`src/rtl/boid_mem_arbiter.sv`:
```
// Round-robin arbiter sharing the single-port boid-state memory between the
// accelerator lanes and the VGA refill engine, with a read-return pipeline.
module boid_mem_arbiter #(
    parameter int NUM_REQ   = 4,
    parameter int NUM_BOIDS = 2,
    parameter int ADDR_W    = (NUM_BOIDS > 1) ? $clog2(NUM_BOIDS) : 1,
    parameter int DATA_W    = 64,
    parameter int RD_LAT    = 2
) (
    input  logic                        clk,
    input  logic                        reset,
    input  logic [NUM_REQ-1:0]          req_valid,
    output logic [NUM_REQ-1:0]          req_ready,
    input  logic [NUM_REQ-1:0]          req_we,
    input  logic [NUM_REQ*ADDR_W-1:0]   req_addr,
    input  logic [NUM_REQ*DATA_W-1:0]   req_wdata,
    output logic [NUM_REQ-1:0]          rsp_valid,
    output logic [DATA_W-1:0]           rsp_rdata,
    input  logic                        refill_req,
    output logic                        refill_grant,
    input  logic                        refill_done,
    output logic [ADDR_W-1:0]           mem_addr,
    output logic                        mem_we,
    output logic [DATA_W-1:0]           mem_wdata,
    input  logic [DATA_W-1:0]           mem_rdata
);

    localparam int LANE_W = (NUM_REQ > 1) ? $clog2(NUM_REQ) : 1;

    typedef enum logic [1:0] {ARB, DRAIN, REFILL} state_t;

    state_t                          r_state;
    state_t                          w_state_nxt;
    logic [LANE_W-1:0]               r_rr_ptr;
    logic [LANE_W-1:0]               w_rr_ptr_nxt;
    logic [LANE_W:0]                 w_idx;
    logic [LANE_W-1:0]               w_sel;
    logic                            w_found;
    logic                            w_grant;
    logic                            w_rd_issue;
    logic                            w_pipe_clear;
    logic [RD_LAT-1:0]               r_rd_vld_p;
    logic [RD_LAT-1:0][LANE_W-1:0]   r_rd_lane_p;

    // First valid lane at or after the round-robin pointer, wrapping modulo NUM_REQ.
    always_comb begin
        w_found = 1'b0;
        w_sel   = '0;
        w_idx   = '0;
        for (int k = 0; k < NUM_REQ; k++) begin
            w_idx = {1'b0, r_rr_ptr} + (LANE_W+1)'(k);
            if (w_idx >= (LANE_W+1)'(NUM_REQ)) begin
                w_idx = w_idx - (LANE_W+1)'(NUM_REQ);
            end
            if (!w_found && req_valid[w_idx[LANE_W-1:0]]) begin
                w_found = 1'b1;
                w_sel   = w_idx[LANE_W-1:0];
            end
        end
    end

    // A pending refill request beats every lane in the same cycle.
    assign w_grant    = (r_state == ARB) && !refill_req && !reset && w_found;
    assign w_rd_issue = w_grant && !req_we[w_sel];

    assign req_ready = w_grant ? (NUM_REQ'(1) << w_sel) : '0;
    assign mem_we    = w_grant && req_we[w_sel];
    assign mem_addr  = w_grant ? req_addr[w_sel*ADDR_W +: ADDR_W]  : '0;
    assign mem_wdata = w_grant ? req_wdata[w_sel*DATA_W +: DATA_W] : '0;

    assign w_rr_ptr_nxt = !w_grant                         ? r_rr_ptr :
                          (w_sel == LANE_W'(NUM_REQ - 1)) ? '0       :
                                                             w_sel + 1'b1;

    // Pipeline will be empty next cycle when only the last stage (or nothing) is occupied.
    always_comb begin
        w_pipe_clear = 1'b1;
        for (int i = 0; i < RD_LAT - 1; i++) begin
            if (r_rd_vld_p[i]) begin
                w_pipe_clear = 1'b0;
            end
        end
    end

    always_comb begin
        w_state_nxt = r_state;
        case (r_state)
            ARB: begin
                if (refill_req) begin
                    w_state_nxt = w_pipe_clear ? REFILL : DRAIN;
                end
            end
            DRAIN: begin
                if (!refill_req) begin
                    w_state_nxt = ARB;
                end else if (w_pipe_clear) begin
                    w_state_nxt = REFILL;
                end
            end
            REFILL: begin
                if (refill_done) begin
                    w_state_nxt = ARB;
                end
            end
            default: w_state_nxt = ARB;
        endcase
    end

    always_ff @(posedge clk) begin
        if (reset) begin
            r_state  <= ARB;
            r_rr_ptr <= '0;
        end else begin
            r_state  <= w_state_nxt;
            r_rr_ptr <= w_rr_ptr_nxt;
        end
    end

    assign refill_grant = (r_state == REFILL);

    // Read-return pipeline: stage _p[0] is loaded in the grant cycle.
    always_ff @(posedge clk) begin
        if (reset) begin
            r_rd_vld_p <= '0;
        end else begin
            r_rd_vld_p[0] <= w_rd_issue;
            for (int i = 1; i < RD_LAT; i++) begin
                r_rd_vld_p[i] <= r_rd_vld_p[i-1];
            end
        end
    end

    always_ff @(posedge clk) begin
        r_rd_lane_p[0] <= w_sel;
        for (int i = 1; i < RD_LAT; i++) begin
            r_rd_lane_p[i] <= r_rd_lane_p[i-1];
        end
    end

    assign rsp_valid = (r_rd_vld_p[RD_LAT-1] && !reset) ?
                       (NUM_REQ'(1) << r_rd_lane_p[RD_LAT-1]) : '0;
    assign rsp_rdata = mem_rdata;

endmodule

```
`config.mk`:
```
export PLATFORM = sky130hd
export DESIGN_NAME = boid_mem_arbiter
export DESIGN_NICKNAME = d
export VERILOG_FILES = /design/src/rtl/boid_mem_arbiter.sv
export SDC_FILE = /design/constraint.sdc
export NUM_CORES = 1
export LEC_CHECK = 0
export ABC_CLOCK_PERIOD_IN_PS = 5800
export CAP_MARGIN = 20
export CORE_AREA = 8 8 176 178
export CTS_BUF_LIST = sky130_fd_sc_hd__clkbuf_4 sky130_fd_sc_hd__clkbuf_8
export DETAILED_ROUTE_END_ITERATION = 16
export DIE_AREA = 0 0 184 186
export HOLD_SLACK_MARGIN = 0.08
export PLACE_DENSITY_LB_ADDON = 0.05
export RECOVER_POWER = 50
export SYNTH_ARGS = -nofsm -noshare
export SYNTH_HDL_FRONTEND = slang
export SYNTH_SLANG_ARGS = --single-unit
```
`constraint.sdc`:
```
create_clock -name clk -period 5.8 [get_ports clk]
set_clock_uncertainty 0.2 [all_clocks]
set_input_delay 0.87 -clock clk [delete_from_list [all_inputs] [get_ports clk]]
set_output_delay 0.87 -clock clk [all_outputs]
set_load 0.01 [all_outputs]
```
Yosys cells after proc, flatten, opt, wreduce, memory -nomap -nowiden. Index checks and enable logic that the tools add are counted. W data, S select, Z words.

$add $sub $neg: 8. Multipliers: 0. Divide/modulo/power cells: 0. $lt $le $gt $ge: 9. Eq/ne operators: 6. Shift operators: 4. Muxes and demuxes: 33. Bitwise logic cells: 0. Reductions and logical operators: 17.

Operator list (number): $shiftx A256 B9 Y64 (1); $mux W64 (1); $mux W2 (14); $lt A2 B3 Y1 const B (5); $bmux W1 S2 (5); $mux W1 (10); $ge A3 B3 Y1 const B (3); $logic_and A1 B1 Y1 (9); $mux W4 (2); $shl A1 B2 Y4 const A (2); $sub A2 B1 Y2 const B (4); $add A2 B2 Y3 const B (2); $logic_not A1 Y1 (6); $pmux W2 S3 (1); $eq A2 B2 Y1 const B (2); $shiftx A4 B3 Y1 (1); $add A2 B1 Y3 const B (1); $ge A2 B3 Y1 const B (1); $ne A3 B3 Y1 const B (1); $reduce_and A3 Y1 (1); $add A2 B1 Y2 const B (1); $eq A2 B1 Y1 const B (1); $logic_not A2 Y1 (1); $ne A2 B1 Y1 const B (1); $ne A2 B2 Y1 const B (1).

Register bits after elaboration: 10. Bits in latches: 0. Bits in writable memories: 0. ROM bits: 0. Bits of input ports: 336. Output and inout bits: 139. Memories kept: 0.

Depth between registers and ports, before layout.
Depth after elaboration: 18. Depth in mapped cells: 9. Mapped depth without buffers: 6.

Worst setup path after synthesis. No wires, ideal clock.

Path kind: input -> output. From: input req_valid[0]. To: output req_ready[0]. Data arrival time: 2.094 ns. Data required time: 4.730 ns. Path slack: 2.636 ns. Stages: 9. Cells stage by stage: a21oi_1 o21ai_1 a21oi_1 buf_2 buf_4 buf_4 inv_1 ha_1 and2_1.

Longest elaborated chain between the ends: 14. Elaborated cells between the ends (all ways): 25. Classes of those cells: 1 x shift; 17 x mux; 7 x reduce/logical.

RTL lines: from (decl) (RTL line 12) `input logic [NUM_REQ-1:0] req_valid,`; $bmux W1 S2 (RTL line 55) `if (!w_found && req_valid[w_idx[LANE_W-1:0]]) begin`; $mux W1 (not written as such) (RTL line 55); $mux W1 (RTL line 55); $logic_not A1 Y1 (RTL line 55); $logic_and A1 B1 Y1 (RTL line 55); $mux W1 (RTL line 55); $logic_not A1 Y1 (RTL line 55); $logic_and A1 B1 Y1 (RTL line 55); $mux W1 (RTL line 55); $logic_not A1 Y1 (RTL line 55); $logic_and A1 B1 Y1 (RTL line 55); $mux W2 * (RTL line 55); named net w_sel[1] (RTL line 37) `logic [LANE_W-1:0] w_sel;`; $shl A1 B2 Y4 * (RTL line 66) `assign req_ready = w_grant ? (NUM_REQ'(1) << w_sel) : '0;`; $mux W4 * (RTL line 66); to (decl) (RTL line 13) `output logic [NUM_REQ-1:0] req_ready,`.

Mark *: on every way through the listed nets, which the timed path passes. The rest lies on a longest branch. The select of a mux whose other input is x is not followed.

Worst setup path after layout.
From: input req_valid[3]. To: output mem_we.

Longest elaborated chain between the ends: 15. Elaborated cells between the ends (all ways): 26. Classes of those cells: 18 x mux; 8 x reduce/logical.

RTL lines: $bmux W1 S2 (RTL line 55); $mux W1 (not written as such) (RTL line 55); $mux W1 (RTL line 55); $logic_not A1 Y1 (RTL line 55); $logic_and A1 B1 Y1 (RTL line 55); $mux W1 (RTL line 55); $logic_not A1 Y1 (RTL line 55); $logic_and A1 B1 Y1 (RTL line 55); $mux W1 (RTL line 55); $logic_not A1 Y1 (RTL line 55); $logic_and A1 B1 Y1 (RTL line 55); $mux W2 * (RTL line 55); named net w_sel[0] (RTL line 37); $bmux W1 S2 * (RTL line 67) `assign mem_we = w_grant && req_we[w_sel];`; $mux W1 (not written as such) * (RTL line 67); $logic_and A1 B1 Y1 * (RTL line 67); to (decl) (RTL line 23) `output logic mem_we,`.

Marked as above.

==> results.sh <==
export IMPL_drt_iter0_drc=72
export IMPL_grt_pass1_wl_um=25320
export IMPL_path_max_fanout=35
export IMPL_die_area_um2=34220
export IMPL_start_util_pct=11.18
export IMPL_vdd_drop_max_uv=52.93
export IMPL_fp_dieW_um=184
export IMPL_cp_cell_sequence="clkdlybuf4s50_1 > inv_2 > a22o_1 > a211oi_4 > inv_1 > nand2_4 > buf_12 > o22ai_1 > clkdlybuf4s50_1"
export IMPL_p_sw_share_pct=34.98
export IMPL_nFillCells=3086
export IMPL_syn_nets=689
export IMPL_intPower_mw=0.4830
export IMPL_reg2reg_setup_slack_ps=3530
export IMPL_synth_cell_types=32
export IMPL_setup_viol=0
export IMPL_ff2ff_path_depth=7
export IMPL_num_rows=62
export IMPL_gr_total_overflow=0
export IMPL_drive_above_1_share_pct=7.237
export IMPL_path_clk_slew_ps=40
export IMPL_drv_cap=0
export IMPL_clockBufferDepth=2
export IMPL_syn_area_per_cell_um2=9.042
export IMPL_gp_congestion=0.7494
export IMPL_reg2reg_to="r_rr_ptr[1]$_SDFFE_PP0P_"
export IMPL_routed_wl_um=18300
export IMPL_ys_flop_type="dfxtp_1"
export IMPL_pwr_share_seq_pct=11.2
export IMPL_tns_ps=0
export IMPL_yosysWarnings=0
export IMPL_crit_path_max_incr_delay_ps=530
export IMPL_total_power_mw=0.7429
export IMPL_insertedDiodeCount=0
export IMPL_critPathKind="in -> out"
export IMPL_cp_data_arrival_time_ps=3800
export IMPL_crit_start="req_valid[3]"
export IMPL_pwr_share_comb_pct=79.9
export IMPL_numCtsBuffers=3
export IMPL_outcome="finished, final reports clean"
export IMPL_cp_end_kind="primary output"
export IMPL_avgRoutedWirePerCell_um=18.45
export IMPL_syn_to_final_growth_pct=106.9
export IMPL_cp_required_ps=4730
export IMPL_cts_repair_resized=0
export IMPL_worstHoldStart="r_rd_lane_p[1]$_DFF_P_"
export IMPL_powerDensity_nw_per_um2=113.8
export IMPL_syn_inst=349
export IMPL_fin_crit_ps=4875
export IMPL_antenna_found_initial=0
export IMPL_max_freq_mhz=205.1
export IMPL_p_sw_mw=0.2599
export IMPL_seq_area_frac_synth_pct=6.344
export IMPL_critPathLaunchType="primary input"
export IMPL_ioPinCount=475
export IMPL_nets=950
export IMPL_synthArstFlopShare_pct=0
export IMPL_cts_max_level=1
export IMPL_grtUsageTotal_pct=9.533
export IMPL_synth_enable_flop_cells=0
export IMPL_worst_pin_slew_ps=564.7
export IMPL_drc=0
export IMPL_via_per_inst=3.683
export IMPL_first_pass_iters=4
export IMPL_fp_dieH_um=186
export IMPL_hold_buffers=0
export IMPL_synth_seq_cells=10
export IMPL_hold_path_end="r_rd_lane_p[3]$_DFF_P_"
export IMPL_rsz0062_at_grt="false"
export IMPL_portBuffers=346
export IMPL_ant_nets=0
export IMPL_syn_cell_area_um2=3156
export IMPL_post_cts_buffers=0
export IMPL_slew_limit_headroom_pct=61.94
export IMPL_cts_sinks=10
export IMPL_crit_top_cell="clkdlybuf4s50_1"
export IMPL_final_core_util_pct=23.12
export IMPL_hold_class="reg -> reg"
export IMPL_grt_max_degree=71
export IMPL_slowest_stage="clkdlybuf4s50_1"
export IMPL_hpwl_um=15610
export IMPL_r2r_start="r_rr_ptr[1]$_SDFFE_PP0P_"
export IMPL_insertion_delay_ps=220
export IMPL_root_buffer="clkbuf_8"
export IMPL_cts_tree="built"
export IMPL_final_max_slew_viol_count=0
export IMPL_fin_crit_sh_pct=84.04
export IMPL_vias=3654
export IMPL_grt_pass1_vias=4040
export IMPL_hold_violations=0
export IMPL_min_path_cells=0
export IMPL_clkPwrFrac_pct=8.9
export IMPL_core_area_um2=28240
export IMPL_p_leak_nw=2.300
-- metrics by stage --
stage | worst slack (ps) | cell area (µm²) | std cells | hold WS (ps)
after floorplan | 2636 | 3156 | 349 | 109.6
after global placement | 990.2 | 6499 | 989 | 113.1
after detailed placement | 947.9 | 6499 | 989 | 117.9
after CTS | 941.7 | 6540 | 992 | 129.0
after global routing | 749.8 | 6529 | 992 | 139.7
final | 925.4 | 6529 | 992 | 124.5
-- cell type report --
type / count / area [µm²] / area share (%)
repair buffers: 350 / 3543 / 54.27
multi-input cells: 239 / 2241 / 34.32
well taps: 384 / 480.5 / 7.359
flip-flops and latches: 10 / 200.2 / 3.066
clock buffers: 3 / 41.29 / 0.6324
inverters: 6 / 22.52 / 0.3450
-- registers in the layout (all words and copies together), names as in the netlist --
name and count:
r_rd_lane_p 4, r_rd_vld_p 2, r_rr_ptr 2, r_state 2
-- cell usage after synthesis (2+ instances only) --
| cell | n | area [µm²] |
|---|---|---|
| inv_2 | 2 | 7.510 |
| a22o_1 | 2 | 17.52 |
| nor4bb_1 | 2 | 20.02 |
| inv_1 | 3 | 11.26 |
| and2_1 | 4 | 25.02 |
| clkbuf_1 | 2 | 7.510 |
| o22ai_2 | 30 | 375.4 |
| dfxtp_1 | 10 | 200.2 |
| nor2b_1 | 2 | 12.51 |
| buf_6 | 9 | 101.4 |
| buf_2 | 11 | 55.05 |
| a21oi_1 | 5 | 25.02 |
| nor2_1 | 6 | 22.52 |
| nand2b_1 | 2 | 12.51 |
| mux2i_1 | 133 | 1331 |
| o22ai_1 | 36 | 225.2 |
| ha_1 | 4 | 50.05 |
| buf_4 | 72 | 540.5 |
-- critical path, delay by kind of cell --
family | cells | cell delay (ps)
AO/OA/AOI/OAI | 3 | 800
buffers and inverters | 5 | 1600
AND/OR/NAND/NOR | 1 | 440
-- worst max-delay path by stage --
stage                              end  depth (start not counted)  slack [ps]
after floorplan           req_ready[0]                          9        2640
after global placement    mem_wdata[3]                          9         990
after detailed placement      mem_addr                          9         950
after CTS                     mem_addr                          9         940
after global routing      mem_wdata[3]                          9         750
final                           mem_we                          9         930
-- cell families (layout without fill, tap and decap cells) --
kind of cell	count (synthesis)	after routing	synth area share, %
muxes	133	133	42.19
DFF	10	10	6.344
and+or+nand+nor	25	25	4.917
buffers and inverters	100	359	23.04
adders and majority gates	4	4	1.586
AOI/OAI and AO/OA	77	77	21.93
-- routing by layer --
layer  vias up  wire length [µm]  GRT usage [%]
met5         -                 0              0
met4         0               272          2.001
met3        28              1946          3.670
met2       211              9815          18.62
met1      1651              6268          9.359
li1       1764                 -              -
-- power groups by stage --
stage,Clock (mW),Sequential [mW],Combinational [mW]
2_1_floorplan,0,0.0823,0.340
5_1_grt,0.0732,0.0838,0.639
3_5_place_dp,0,0.0841,0.607
3_3_place_gp,0,0.0842,0.609
4_1_cts,0.0697,0.0830,0.610
6_report,0.0663,0.0829,0.594
-- cell usage in the layout (no fill, tap or decap), types with 2 or more instances in the layout --
master,netlist,layout
nand2b_1,2,2
nor2b_1,2,2
o22ai_1,36,36
ha_1,4,4
nor4bb_1,2,2
o22ai_2,30,30
nand2_4,0,2
nor2_1,6,6
buf_12,0,4
inv_1,3,4
mux2i_1,133,133
and2_1,4,4
clkdlybuf4s50_1,0,344
dlygate4sd3_1,0,2
dfxtp_1,10,10
a21oi_1,5,5
a22o_1,2,2
clkbuf_8,0,3
Power figures use the tool's default switching activity.
